File: config.mk
export PLATFORM = sky130hd
export DESIGN_NAME = floating_round_pipe
export DESIGN_NICKNAME = d
export VERILOG_FILES = /design/src/rtl/floating_round_pipe.sv
export SDC_FILE = /design/constraint.sdc
export NUM_CORES = 1
export LEC_CHECK = 0
export BUFFER_PORTS_ARGS = -buffer_cell sky130_fd_sc_hd__buf_2
export CELL_PAD_IN_SITES_DETAIL_PLACEMENT = 0
export CELL_PAD_IN_SITES_GLOBAL_PLACEMENT = 2
export CORE_MARGIN = 1
export CORE_UTILIZATION = 36
export CTS_CLUSTER_DIAMETER = 100
export CTS_CLUSTER_SIZE = 12
export DETAILED_ROUTE_END_ITERATION = 16
export HOLD_SLACK_MARGIN = 0.08
export PLACE_DENSITY = 0.86
export SYNTH_ARGS = -nofsm -noshare
export SYNTH_HDL_FRONTEND = slang
export SYNTH_SLANG_ARGS = --single-unit
File: constraint.sdc
create_clock -name clk -period 4.8 [get_ports clk]
set_clock_uncertainty 0.1 [all_clocks]
set_input_delay 0.96 -clock clk [delete_from_list [all_inputs] [get_ports clk]]
set_output_delay 0.96 -clock clk [all_outputs]
set_load 0.01 [all_outputs]
File: src/rtl/floating_round_pipe.sv
// floating_round_pipe: two-stage IEEE-754 significand rounder with valid/ready handshake.
// Stage 1 extracts fraction/G/R/S from the normalised product, stage 2 rounds and carries into the exponent.
module floating_round_pipe #(
    parameter int IN_W   = 48,
    parameter int MANT_W = 23,
    parameter int CNT_W  = 6,
    parameter int EXP_W  = 8
) (
    input  logic              clk,
    input  logic              rst,
    input  logic              in_valid,
    output logic              in_ready,
    input  logic [IN_W-1:0]   in_mant,
    input  logic [CNT_W-1:0]  in_count,
    input  logic [2:0]        in_mode,
    input  logic              in_sign,
    input  logic [EXP_W-1:0]  in_exp,
    output logic              out_valid,
    input  logic              out_ready,
    output logic [MANT_W-1:0] out_mant,
    output logic [EXP_W-1:0]  out_exp,
    output logic              out_inexact,
    output logic              out_ovf
);
    localparam int EXT_W = IN_W + MANT_W + 3;
    localparam logic [2:0] RNE = 3'b000, RTZ = 3'b001, RDN = 3'b010, RUP = 3'b011, RMM = 3'b100;

    logic [IN_W-1:0]   w_shift;
    logic [EXT_W-1:0]  w_ext;
    logic [MANT_W-1:0] w_f;
    logic              w_g, w_r, w_s;
    logic              w_unused;
    logic              w_s1_adv, w_s2_adv;
    logic              w_mode_ok, w_any, w_inc, w_carry, w_ovf;
    logic [MANT_W:0]   w_sum;
    logic [EXP_W-1:0]  w_exp_nx;

    logic              r_s1_valid, r_s2_valid;
    logic [MANT_W-1:0] r_s1_f;
    logic              r_s1_g, r_s1_r, r_s1_s, r_s1_sign;
    logic [2:0]        r_s1_mode;
    logic [EXP_W-1:0]  r_s1_exp;
    logic [MANT_W-1:0] r_mant;
    logic [EXP_W-1:0]  r_exp;
    logic              r_inexact, r_ovf;

    // Shifting left puts the hidden bit at IN_W-1; the zero pad makes bits below index 0 read as 0.
    assign w_shift  = in_mant << in_count;
    assign w_ext    = {w_shift, {(MANT_W + 3){1'b0}}};
    assign w_f      = w_ext[EXT_W-2 -: MANT_W];
    assign w_g      = w_ext[IN_W+1];
    assign w_r      = w_ext[IN_W];
    assign w_s      = |w_ext[IN_W-1:0];
    assign w_unused = w_ext[EXT_W-1];

    assign w_s2_adv  = !r_s2_valid || out_ready;
    assign w_s1_adv  = !r_s1_valid || w_s2_adv;
    assign in_ready  = w_s1_adv;
    assign out_valid = r_s2_valid;

    assign w_mode_ok = r_s1_mode <= RMM;
    assign w_any     = r_s1_g || r_s1_r || r_s1_s;

    always_comb begin
        w_inc = (r_s1_mode == RNE) ? (r_s1_g && (r_s1_r || r_s1_s || r_s1_f[0])) :
                (r_s1_mode == RTZ) ? 1'b0 :
                (r_s1_mode == RDN) ? (r_s1_sign && w_any) :
                (r_s1_mode == RUP) ? (!r_s1_sign && w_any) :
                (r_s1_mode == RMM) ? r_s1_g : 1'b0;
        w_sum    = {1'b0, r_s1_f} + (MANT_W + 1)'(w_inc);
        w_carry  = w_sum[MANT_W];
        w_exp_nx = r_s1_exp + EXP_W'(w_carry);
        w_ovf    = w_carry && (w_exp_nx == {EXP_W{1'b1}});
    end

    always_ff @(posedge clk) begin
        if (w_s1_adv && in_valid) begin
            r_s1_f    <= w_f;
            r_s1_g    <= w_g;
            r_s1_r    <= w_r;
            r_s1_s    <= w_s;
            r_s1_mode <= in_mode;
            r_s1_sign <= in_sign;
            r_s1_exp  <= in_exp;
        end
    end

    always_ff @(posedge clk) begin
        if (rst) begin
            r_s1_valid <= 1'b0;
            r_s2_valid <= 1'b0;
            r_mant     <= '0;
            r_exp      <= '0;
            r_inexact  <= 1'b0;
            r_ovf      <= 1'b0;
        end else begin
            if (w_s1_adv) r_s1_valid <= in_valid;
            if (w_s2_adv) r_s2_valid <= r_s1_valid;
            if (w_s2_adv && r_s1_valid) begin
                r_mant    <= w_mode_ok ? w_sum[MANT_W-1:0] : '0;
                r_exp     <= w_mode_ok ? w_exp_nx : r_s1_exp;
                r_inexact <= w_mode_ok && w_any;
                r_ovf     <= w_mode_ok && w_ovf;
            end
        end
    end

    assign out_mant    = r_mant;
    assign out_exp     = r_exp;
    assign out_inexact = r_inexact;
    assign out_ovf     = r_ovf;
endmodule
# Word-level counts from Yosys, hierarchy flattened
# Index checks and enable logic that the tools add are counted.
[op_classes] n_reduce_logical=19 shifts=1 order_cmp=1 n_mux=7 n_addsub=2 eq_ne=5
[op_table] op="$shl A48 B6 Y47" n=1
[op_table] op="$add A23 B1 Y24" n=1
[op_table] op="$mux W23" n=1
[op_table] op="$reduce_or A22 Y1" n=1
[op_table] op="$add A8 B1 Y8" n=1
[op_table] op="$eq A8 B8 Y1 const B" n=1
[op_table] op="$logic_and A1 B1 Y1" n=8
[op_table] op="$mux W8" n=1
[op_table] op="$eq A3 B2 Y1 const B" n=2
[op_table] op="$logic_or A1 B1 Y1" n=6
[op_table] op="$mux W1" n=5
[op_table] op="$eq A3 B1 Y1 const B" n=1
[op_table] op="$eq A3 B3 Y1 const B" n=1
[op_table] op="$le A3 B3 Y1 const B" n=1
[op_table] op="$logic_not A1 Y1" n=3
[op_table] op="$logic_not A3 Y1" n=1
[totals] out_inout_bits=35 reg_bits=73

# Longest topological paths before layout
[depth] ltp_word=12 mapped_depth=14

# Worst setup path after synthesis
# Ideal clock, no wire load.
[synth_path] path_kind="reg-to-reg" startpoint="reg r_s1_mode[0]" endpoint="reg r_exp[7] (netlist: out_exp[7])" path_slack_ns=1.444 required_time_ns=4.609 arrival_time_ns=3.165 path_stages_with_launch=14 n_path_buf=0 cell_sequence="edfxtp_1 xnor2_1 nor3b_1 o21a_1 o22a_1 ha_1 and3_1 nand4_1 nor4_1 ha_1 and3_1 nand4_1 or3_1 a311oi_1"
[synth_via] elab_chain_len=9 word_cells_on_any_way=14 classes_between="add/sub (2); order compare (1); eq/ne (4); mux (6); reduce/logical (1)"
[synth_rtl] item="from (decl)" line="41" rtl="logic [2:0] r_s1_mode;"
[synth_rtl] item="from (signal assigned)" line="82" rtl="r_s1_mode <= in_mode;"
[synth_rtl] item="$eq A3 B3 Y1" line="69" rtl="(r_s1_mode == RMM) ? r_s1_g : 1'b0;"
[synth_rtl] item="$mux W1" line="69"
[synth_rtl] item="$mux W1" line="68" rtl="(r_s1_mode == RUP) ? (!r_s1_sign && w_any) :"
[synth_rtl] item="$mux W1" line="67" rtl="(r_s1_mode == RDN) ? (r_s1_sign && w_any) :"
[synth_rtl] item="$mux W1" line="66" rtl="(r_s1_mode == RTZ) ? 1'b0 :"
[synth_rtl] item="$mux W1" line="65" rtl="w_inc = (r_s1_mode == RNE) ? (r_s1_g && (r_s1_r || r_s1_s || r_s1_f[0])) :"
[synth_rtl] item="$add A23 B1 Y24" line="70" rtl="w_sum = {1'b0, r_s1_f} + (MANT_W + 1)'(w_inc);"
[synth_rtl] item="$add A8 B1 Y8" line="72" rtl="w_exp_nx = r_s1_exp + EXP_W'(w_carry);"
[synth_rtl] item="$mux W8 *" line="101" rtl="r_exp <= w_mode_ok ? w_exp_nx : r_s1_exp;"
[synth_rtl] item="to (signal assigned)" line="101"
[synth_rtl] item="to (decl)" line="44" rtl="logic [EXP_W-1:0] r_exp;"
# Mark *: on every way between the ends. The rest lies on a longest branch, timed or not.
# A chain may end at the register's enable or synchronous reset.

# Worst setup path in the final report
# Same ends and word-level chain as after synthesis.

==> impl_results.md <==
* Worst hold path endpoint: out_inexact
* Hold path start: out_inexact
* Worst Reg-to-Reg Cells at 13
* #FFs+latches synth at between 70 and 80
* Result of the run: finished, final reports clean
* TNS Setup at 0 ns
* Core box area at approximately 15000 µm²
* Highest Clock Rate at 0.249 GHz
* Mapped Nets at between 600 and 700
* Worst relative slew slack at about a quarter
* Port bufs at between 100 and 150
* Resized Gates After CTS at 0
* Antenna-violating nets left at 0
* Worst-case setup slack after placement at between 0.7 and 0.8 ns
* Via count of the routed design at about 4600
* Worst-path cell chain: xnor2_1 > nor3b_1 > o21a_1 > o22a_1 > ha_1 > and3_1 > nand4_1 > nor4_1 > ha_1 > and3_1 > nand4_1 > or3_1 > a311oi_1
* Final Max Slew Viols at 0
* Total count of hold-check failures in the final report at 0
* Cell type group with the largest total delay on the critical path: simple AND/OR/NAND/NOR gates
* Internal power summed over all cells at ~1.4 mW
* GPL Wtd Cong at between 0.8 and 0.9
* Dominant synthesized flop cell: edfxtp_1
* Effective utilization at floorplan at 37.2%
* Buffers plus inverters on the worst setup path at 0
* R2R Path Start: r_s1_mode[0]
* Number of iterations in the first detailed-routing pass at 5
* Mean post-synth cell area at slightly above 10 µm²
* Number of hold buffers added after CTS at 0
* Total global routing overflow at 0
* Routed met1 length at 6670 µm
* Wire length of the first global-routing pass at 22000 µm
* Most common library cell in the layout ignoring fill and taps: buf_2
* Final wirelength at around 14000 µm
* Async set-reset flop share out of synthesis at 0%
* Share of total power in the clock network at between 30% and 40%
* Via density per instance at approximately 5.4
* Synth Instances at 550
* Highest-count cells in the layout ignoring fill and taps: 103 x buf_2, 64 x nor2_1, 48 x mux2i_1
* Total Routing Usage GR at ~17%
* Reg-to-reg endpoint: out_exp[7]
* Final HPWL DP at 10900 µm
* Number of antenna violations at the first check in global routing at 0
* CP required at around 4.9 ns
* Portion of total power attributed to combinational logic at 24.5%
* Total standard cell area after synthesis at 5690 µm²
* Library cells used by synthesis at 56
* Transition time at the pin with the least slew margin at about 1.1 ns
* Maximum number of pins on one net before global-route repair at 39
* Antenna diode count at 0
* Reg power frac at between 30% and 40%
* Cell at the root of the clock tree: clkbuf_16
* Max rail drop VDD at ~0.16 mV
* Y dimension of the die at ~130 µm
* Final setup fails at 0
* Clock tree from TritonCTS: yes
* Layout cell share with drive strength beyond 1 at 29.0%
* Number of flops mapped to enable cells by yosys at 38
* Drt initial violations at ~280
* Unrepaired setup endpoints after global routing: no
* Total Die Area at 16300 µm²
* Critical setup path kind: register to register
* Power, Total at 1.86 mW
* Met2 wirelength from detailed routing at 6290 µm
* Maximum fanout along the worst path at 9
* Period Utilization, post-route at 83.6%
* Max incr delay on CP at between 0.6 and 0.7 ns
* Number of fill cells at approximately 1500
* Final period demand of the worst path at 4.01 ns
* WL/cell at 16.4 µm
* Power spent charging and discharging nets at about 0.5 mW
* Worst setup slack for register-to-register paths at 0.79 ns
* Post-layout net count at about 700
* Die boundary width at 128 µm
* Clock input transition at the sequential cells of the worst setup and hold paths at approximately 0.050 ns
* Synthesis Warnings at 0
* Maximum number of buffers from clock root to sink at 2
* Count of standard-cell rows at 45
* CTS Sinks at between 70 and 80
* Cell leakage power at approximately 2.6 nW
* Setup repair bufs after CTS at 0
* Worst-Skew Late Latency at about 0.33 ns
* Max-capacitance violation count at 0
* Fraction of the yosys area taken by sequential cells at approximately a third
* Cell type of the slowest stage on the worst timing path: nor4_1
* Crit path setup slack, layout at between 0.7 and 0.8 ns
* H-tree Lvls at 3
* Endpoint kind of the worst setup timing path: register
* Post-route DRC violation count at 0
* Critical Path Start Type: register
* Top layer reached by signal wires: met4
* Number of primary I/O pins at ~110
* Arrival time worst endpoint at 4.15 ns
* Layout overhead on the synthesized area at 16.1%
* Type of the worst min-delay path: register to register
* Total power per unit cell area at between 200 and 300 nW/µm²
* Number of CTS-inserted buffers at 9
* Switching share of power at between 20% and 30%
* Routed wl met3 at roughly 600 µm
* Number of global-route vias before repair at between 4000 and 5000
* Worst hold path depth at 2
[through the flow]
stage | cells | cell area [µm²] | utilization, % | hold WS (ns)
floorplan | 550 | 5690 | - | 0.376
global placement | 825 | 6300 | 41.2 | 0.341
detailed placement | 825 | 6300 | 41.2 | 0.374
CTS | 841 | 6610 | 43.2 | 0.379
global route | 841 | 6610 | 43.2 | 0.395
finish | 841 | 6610 | 43.2 | 0.388
[worst min-delay path, cell delays in order (launching register included)]
cell and delay (ns):
dfxtp_1 0.32, nand2_1 0.06, a21oi_1 0.06
[area by class of cell]
type / instances / area, µm² / area share, %
multi-input combinational: 425 / 3600 / 54.5
sequential: 73 / 1840 / 27.9
timing repair buffer: 108 / 566 / 8.56
tap: 211 / 264 / 3.99
clock buffer: 12 / 236 / 3.58
clock inverter: 4 / 67.6 / 1.02
inverter: 8 / 30.0 / 0.454
[cells in the mapped netlist (9+ instances only)]
library cell | instances | area, µm²
nor2_1 | 64 | 240
mux2i_1 | 48 | 480
edfxtp_1 | 38 | 1140
nand2_1 | 38 | 143
mux4_2 | 37 | 833
dfxtp_1 | 35 | 701
clkbuf_1 | 23 | 86.3
a22oi_1 | 22 | 165
mux2_2 | 21 | 236
xor2_1 | 19 | 166
a211oi_1 | 14 | 105
buf_2 | 13 | 65.1
o22ai_1 | 13 | 81.3
a21oi_1 | 12 | 60.1
o21ai_0 | 10 | 50.1
nand4_1 | 9 | 56.3
nor3_1 | 9 | 45.0
nor4_1 | 9 | 56.3
xnor2_1 | 9 | 78.8
[how the worst max path moves through the flow]
| stage | slack, ns | from | endpoint | depth (start not counted) |
|---|---|---|---|---|
| finish | 0.79 | r_s1_mode[0] | out_exp[7] | 13 |
| global route | 0.52 | r_s1_mode[0] | out_exp[6] | 13 |
| CTS | 0.76 | r_s1_mode[0] | out_exp[7] | 13 |
| detailed placement | 0.77 | r_s1_mode[0] | out_exp[7] | 13 |
| global placement | 0.86 | r_s1_mode[0] | out_exp[7] | 13 |
| floorplan | 1.44 | r_s1_mode[0] | out_exp[7] | 13 |
[cell families after synthesis]
kind of cell             share of synthesized area [%]
multiplexers                                      30.9
AND/OR/NAND/NOR                                   14.2
XOR/XNOR                                          4.31
adder cells (fa/ha/maj)                          0.880
flip-flops                                        32.4
AO/OA/AOI/OAI                                     13.1
buffers and inverters                             4.31
[power groups by stage]
stage	Clock, mW	Combinational, mW	Sequential (mW)
6_report	0.672	0.457	0.735
5_1_grt	0.719	0.497	0.739
4_1_cts	0.685	0.458	0.735
3_5_place_dp	0	0.456	0.747
3_3_place_gp	0	0.451	0.746
2_1_floorplan	0	0.320	0.747
[layer usage]
layer	global-route usage, %	vias to the layer above
met1	23.4	2162
met5	0	-
met4	5.81	0
met2	27.2	128
met3	2.92	14
li1	-	2275
[flip-flops by register name (all words and copies together), names as in the netlist]
| name | cells |
|---|---|
| r_s1_exp | 8 |
| r_s1_sign | 1 |
| out_ovf | 1 |
| r_s1_s | 1 |
| out_exp | 8 |
| r_s1_valid | 1 |
| r_s1_mode | 3 |
| out_mant | 23 |
| out_valid | 1 |
| r_s1_g | 1 |
| r_s1_r | 1 |
| r_s1_f | 23 |
| out_inexact | 1 |
Power figures use the tool's default switching activity.
